--- src/rtl/uartin.sv ---
// UART 8N1 receiver with active-low valid/ready output handshake, framing-error and overrun pulses.
// Define UARTIN_MAJORITY_EN to take a 2-of-3 vote around every sample point (adds one cycle of latency).
module uartin #(
    parameter int CDIV = 434
) (
    input  logic       clk,
    input  logic       rst,
    input  logic       rx,
    output logic [7:0] data,
    output logic       valid_n,
    input  logic       ready_n,
    output logic       frame_err,
    output logic       overrun
);
    localparam int CW = $clog2(CDIV);

    typedef enum logic [2:0] {
        IDLE,
        START,
        DATA,
        STOP,
        BRK
    } state_t;

    logic          rx_meta_reg;
    logic          rx_s_reg;
    logic          sample;
    state_t        state_reg, state_next;
    logic [CW-1:0] cnt_reg, cnt_next;
    logic [2:0]    idx_reg, idx_next;
    logic [7:0]    shift_reg, shift_next;
    logic [7:0]    data_reg, data_next;
    logic          valid_n_reg, valid_n_next;
    logic          frame_err_reg, frame_err_next;
    logic          overrun_reg, overrun_next;
    logic          bit_load;
    logic          stop_ok;
    logic          stop_bad;

`ifdef UARTIN_MAJORITY_EN
    localparam int OFS = 1;
    logic [1:0] hist_reg;

    always_ff @(posedge clk) begin
        if (rst) begin
            hist_reg <= 2'b11;
        end else begin
            hist_reg <= {hist_reg[0], rx_s_reg};
        end
    end

    // Vote over rx_s at cnt-1, cnt, cnt+1; evaluated in the cnt+1 cycle.
    assign sample = (hist_reg[1] & hist_reg[0]) | (hist_reg[1] & rx_s_reg) | (hist_reg[0] & rx_s_reg);
`else
    localparam int OFS = 0;
    assign sample = rx_s_reg;
`endif

    // START counts from 0 in the cycle after t0, so the mid-start point is CDIV/2-1.
    localparam logic [CW-1:0] START_PT = CW'(CDIV / 2 - 1 + OFS);
    localparam logic [CW-1:0] BIT_PT   = CW'(CDIV - 1);

    always_comb begin
        state_next = state_reg;
        cnt_next   = cnt_reg + 1'b1;
        idx_next   = idx_reg;
        bit_load   = 1'b0;
        stop_ok    = 1'b0;
        stop_bad   = 1'b0;
        case (state_reg)
            IDLE: begin
                cnt_next = '0;
                if (!rx_s_reg) begin
                    state_next = START;
                end
            end
            START: begin
                if (cnt_reg == START_PT) begin
                    cnt_next   = '0;
                    state_next = sample ? IDLE : DATA;
                end
            end
            DATA: begin
                if (cnt_reg == BIT_PT) begin
                    cnt_next = '0;
                    bit_load = 1'b1;
                    idx_next = idx_reg + 3'd1;
                    if (idx_reg == 3'd7) begin
                        state_next = STOP;
                    end
                end
            end
            STOP: begin
                if (cnt_reg == BIT_PT) begin
                    cnt_next = '0;
                    if (sample) begin
                        stop_ok    = 1'b1;
                        state_next = IDLE;
                    end else begin
                        stop_bad   = 1'b1;
                        state_next = BRK;
                    end
                end
            end
            BRK: begin
                cnt_next = '0;
                if (rx_s_reg) begin
                    state_next = IDLE;
                end
            end
            default: begin
                cnt_next   = '0;
                state_next = IDLE;
            end
        endcase
    end

    genvar gi;
    generate
        for (gi = 0; gi < 8; gi++) begin : g_shift
            assign shift_next[gi] = (bit_load && idx_reg == 3'(gi)) ? sample : shift_reg[gi];
        end
    endgenerate

    // A delivery coinciding with a transfer replaces the byte and keeps valid_n low.
    always_comb begin
        data_next      = data_reg;
        valid_n_next   = valid_n_reg;
        frame_err_next = stop_bad;
        overrun_next   = 1'b0;
        if (!valid_n_reg && !ready_n) begin
            valid_n_next = 1'b1;
        end
        if (stop_ok) begin
            if (valid_n_reg || !ready_n) begin
                data_next    = shift_reg;
                valid_n_next = 1'b0;
            end else begin
                overrun_next = 1'b1;
            end
        end
    end

    always_ff @(posedge clk) begin
        if (rst) begin
            rx_meta_reg   <= 1'b1;
            rx_s_reg      <= 1'b1;
            state_reg     <= IDLE;
            cnt_reg       <= '0;
            idx_reg       <= '0;
            shift_reg     <= '0;
            data_reg      <= '0;
            valid_n_reg   <= 1'b1;
            frame_err_reg <= 1'b0;
            overrun_reg   <= 1'b0;
        end else begin
            rx_meta_reg   <= rx;
            rx_s_reg      <= rx_meta_reg;
            state_reg     <= state_next;
            cnt_reg       <= cnt_next;
            idx_reg       <= idx_next;
            shift_reg     <= shift_next;
            data_reg      <= data_next;
            valid_n_reg   <= valid_n_next;
            frame_err_reg <= frame_err_next;
            overrun_reg   <= overrun_next;
        end
    end

    assign data      = data_reg;
    assign valid_n   = valid_n_reg;
    assign frame_err = frame_err_reg;
    assign overrun   = overrun_reg;
endmodule

--- config.mk ---
export PLATFORM = sky130hd
export DESIGN_NAME = uartin
export DESIGN_NICKNAME = d
export VERILOG_FILES = /design/src/rtl/uartin.sv
export SDC_FILE = /design/constraint.sdc
export NUM_CORES = 1
export LEC_CHECK = 0
export ABC_AREA = 1
export ABC_CLOCK_PERIOD_IN_PS = 1300
export CAP_MARGIN = 20
export CORE_UTILIZATION = 51
export DETAILED_ROUTE_END_ITERATION = 10
export HOLD_SLACK_MARGIN = 0.02
export PLACE_DENSITY = 0.75
export SLEW_MARGIN = 10
export SYNTH_ARGS = -nofsm -noshare
export SYNTH_HDL_FRONTEND = slang
export SYNTH_SLANG_ARGS = --single-unit
--- constraint.sdc ---
create_clock -name clk -period 1.3 [get_ports clk]
set_input_delay 0.26 -clock clk [delete_from_list [all_inputs] [get_ports clk]]
set_output_delay 0.26 -clock clk [all_outputs]
set_load 0.02 [all_outputs]
==> results of run 1 <==
## cells in the mapped netlist
library cell  count
a21oi_1          11
buf_2             2
buf_6             2
clkbuf_1          1
clkbuf_8          1
clkinv_1          1
dfxtp_1          36
ha_1              9
inv_1            32
inv_2             3
nand2_1          64
nand2_2           2
nand2_4           1
nand3_1          15
nand3b_4          1
nand4_1           1
nor2_1           41
nor2_2            1
nor2_4            4
nor3_1            1
nor4_1            1
o211ai_2          1
o21a_1            1
o21ai_0           8
o21ai_1           1
or2_2             2
xnor2_1           1
xor2_1            2
## cell families (layout without fill, tap and decap cells)
kind of cell               after synthesis  after routing  synth area share (%)
and+or+nand+nor                        134            135                  33.8
buffers and inverters                   42             84                  10.5
DFF                                     36             36                  41.0
AOI/OAI and AO/OA                       22             23                  6.83
adders and majority gates                9              9                  6.40
xor gates and xnor gates                 3              3                  1.49
## path summary, 6_finish.rpt
kind	from	endpoint	slack (ns)	cells after the start
setup / recovery	cnt_reg[1]$_SDFF_PP0_	shift_reg[7]$_SDFFE_PP0P_	-0.08	10
hold / removal	rx_meta_reg$_SDFF_PP1_	rx_s_reg$_SDFF_PP1_	0.43	1
setup reg to reg	cnt_reg[1]$_SDFF_PP0_	shift_reg[7]$_SDFFE_PP0P_	-0.08	10
hold reg to reg	rx_meta_reg$_SDFF_PP1_	rx_s_reg$_SDFF_PP1_	0.43	1
## layout make-up
| type | instances | area [um^2] | area share, % |
|---|---|---|---|
| sequential | 36 | 731 | 32.6 |
| inverter | 36 | 138 | 6.13 |
| clock buffer | 8 | 58.8 | 2.62 |
| tap | 44 | 55.1 | 2.45 |
| timing repair buffer | 40 | 297 | 13.2 |
| multi-input combinational | 170 | 965 | 43.0 |
## where the power goes
part           internal, uW  switching, uW
clock                   267            364
sequential             1160           58.4
combinational           260            427
## critical path, cell delays in order, from the launching register on
cell,delay [ns]
dfxtp_2,0.35
inv_2,0.07
ha_4,0.13
nand2_4,0.04
nor2_4,0.12
nand2_4,0.10
nor2_4,0.13
buf_12,0.14
nand2_1,0.05
nand2_1,0.08
a21oi_2,0.06
## per-stage QoR
stage	utilization [%]	area (um^2)	hold WS (ns)
after floorplan	-	1790	0.364
after global placement	67.4	2120	0.392
after detailed placement	67.4	2120	0.398
after CTS	71.2	2250	0.427
after global routing	71.2	2240	0.432
final	71.2	2240	0.426
## per-layer routing
metal | track usage (%) | up-vias | wire length [um]
li1 | - | 840 | -
met1 | 27.5 | 709 | 1700
met2 | 40.3 | 28 | 1880
met3 | 6.61 | 6 | 131
met4 | 6.82 | 0 | 40
met5 | 0 | - | 0
## what timing repair did
| item | 4_1_cts | 5_1_grt |
|---|---|---|
| pin swaps | 5 | 3 |
| setup endpoints to repair | 42 | 42 |
| gates resized for setup | 28 | 26 |
| buffers inserted | 1 | 1 |
| hold buffers | 0 | 0 |
| gates cloned | 1 | 1 |
==> flow_summary.toml, run 1 <==
[yosys]
ys_top_cells_by_area = "dfxtp_1, nand2_1, nor2_1"
synth_top_area_share_pct = 41.0
synth_top_area_cell = "dfxtp_1"
syn_area_um2 = 1760
synth_cells = 246
ys_warn_count = 0
ys_types = 28
postSynthAreaPerCell_um2 = 7.15
synthesis.nets = 259
ys_ff_latch = 36
seq_area_frac_synth_pct = 41.0

[clock_tree]
cts_tree = "done"
cts.clk_slew.worst_paths_ns = 0.11
htree_levels = 2
cts_inserted_buffers = 5
clockRootBuffer = "clkbuf_4"
cts_buffer_depth = 2
cts.sinks = 36
insertion_delay_ns = 0.34

[job]
drv_cap = 0

[power]
p_total_uw = 2540
peakVddDrop_mv = 0.695
p_leak_uw = 0.00109
p_per_area_nw_per_um2 = 1130

[final_layout]
syn2layout_area_growth_pct = 27.5
antenna_cells = 0
fin_cells = 334
layout-drive-gt1-share_pct = 27.2
layout_common_cells = "nand2_1, nor2_1, inv_1, dfxtp_1, buf_4"
final_nets = 302
largest_reg_flops = 9
final_common_cell = "nand2_1"
fillers = 280

[drt]
drc = 0
wl_per_cell_um = 11.2
vias_per_cell = 4.74
drt_pass1_iterations = 4
ant_nets = 0
vias = 1583
drt_iter0_markers = 66
totalWireLength_mm = 3.75

[placement]
port_buffers = 14
gp_congestion = 0.811
dp.cells = 322
hpwlAfterDp_mm = 2.62
pre_cts_slack_ns = -0.115

[sta]
fin_skew_ns = 0.0113
max_clock_freq_mhz = 725
finalSetupTns_ns = -1.19
layout_setup_ws_ns = -0.0790
worstMarginPinSlew_ns = 0.322
period_minus_slack_ns = 1.38
report.final.slew_viol_count = 0
hold_viol = 0
post-route-period-util_pct = 106
finalSetupViolations = 30
rsz0062_at_grt = "true"
slew_headroom_pct = 78.3

[status]
status = "finished, violations left"
violations = "setup timing"

[global_route]
overflow = 0
grt_max_degree = 19
antenna_found_initial = 0
grt_pass1_vias = 1424
grt_usage_pct = 23.1
grt_pass1_wl_mm = 6.17

[critical_path]
endpoint_kind = "flop"
cp-start-kind = "flop"
cp.required_ns = 1.54
path_class = "flop to flop"
cp.arrival_ns = 1.62
crit_fanout = 18

[die]
start_util_pct = 55.8
ioPinCount = 15
die-area_um2 = 3690
die_w_um = 60.7
core.rowCount = 20
die_y_um = 60.7
fp.coreArea_um2 = 3150

[min_path]
hold_class = "flop to flop"
No activity file was read; power rests on OpenSTA's default activity.
==> inputs of run 2 (changes only) <==
--- a/config.mk
+++ b/config.mk
@@ -12,7 +12,7 @@
 export DETAILED_ROUTE_END_ITERATION = 10
 export HOLD_SLACK_MARGIN = 0.02
 export PLACE_DENSITY = 0.75
-export SLEW_MARGIN = 10
+export SLEW_MARGIN = 20
 export SYNTH_ARGS = -nofsm -noshare
 export SYNTH_HDL_FRONTEND = slang
 export SYNTH_SLANG_ARGS = --single-unit
==> results of run 2 <==
Final layout, timing and power as in run 1 (identical DEF).
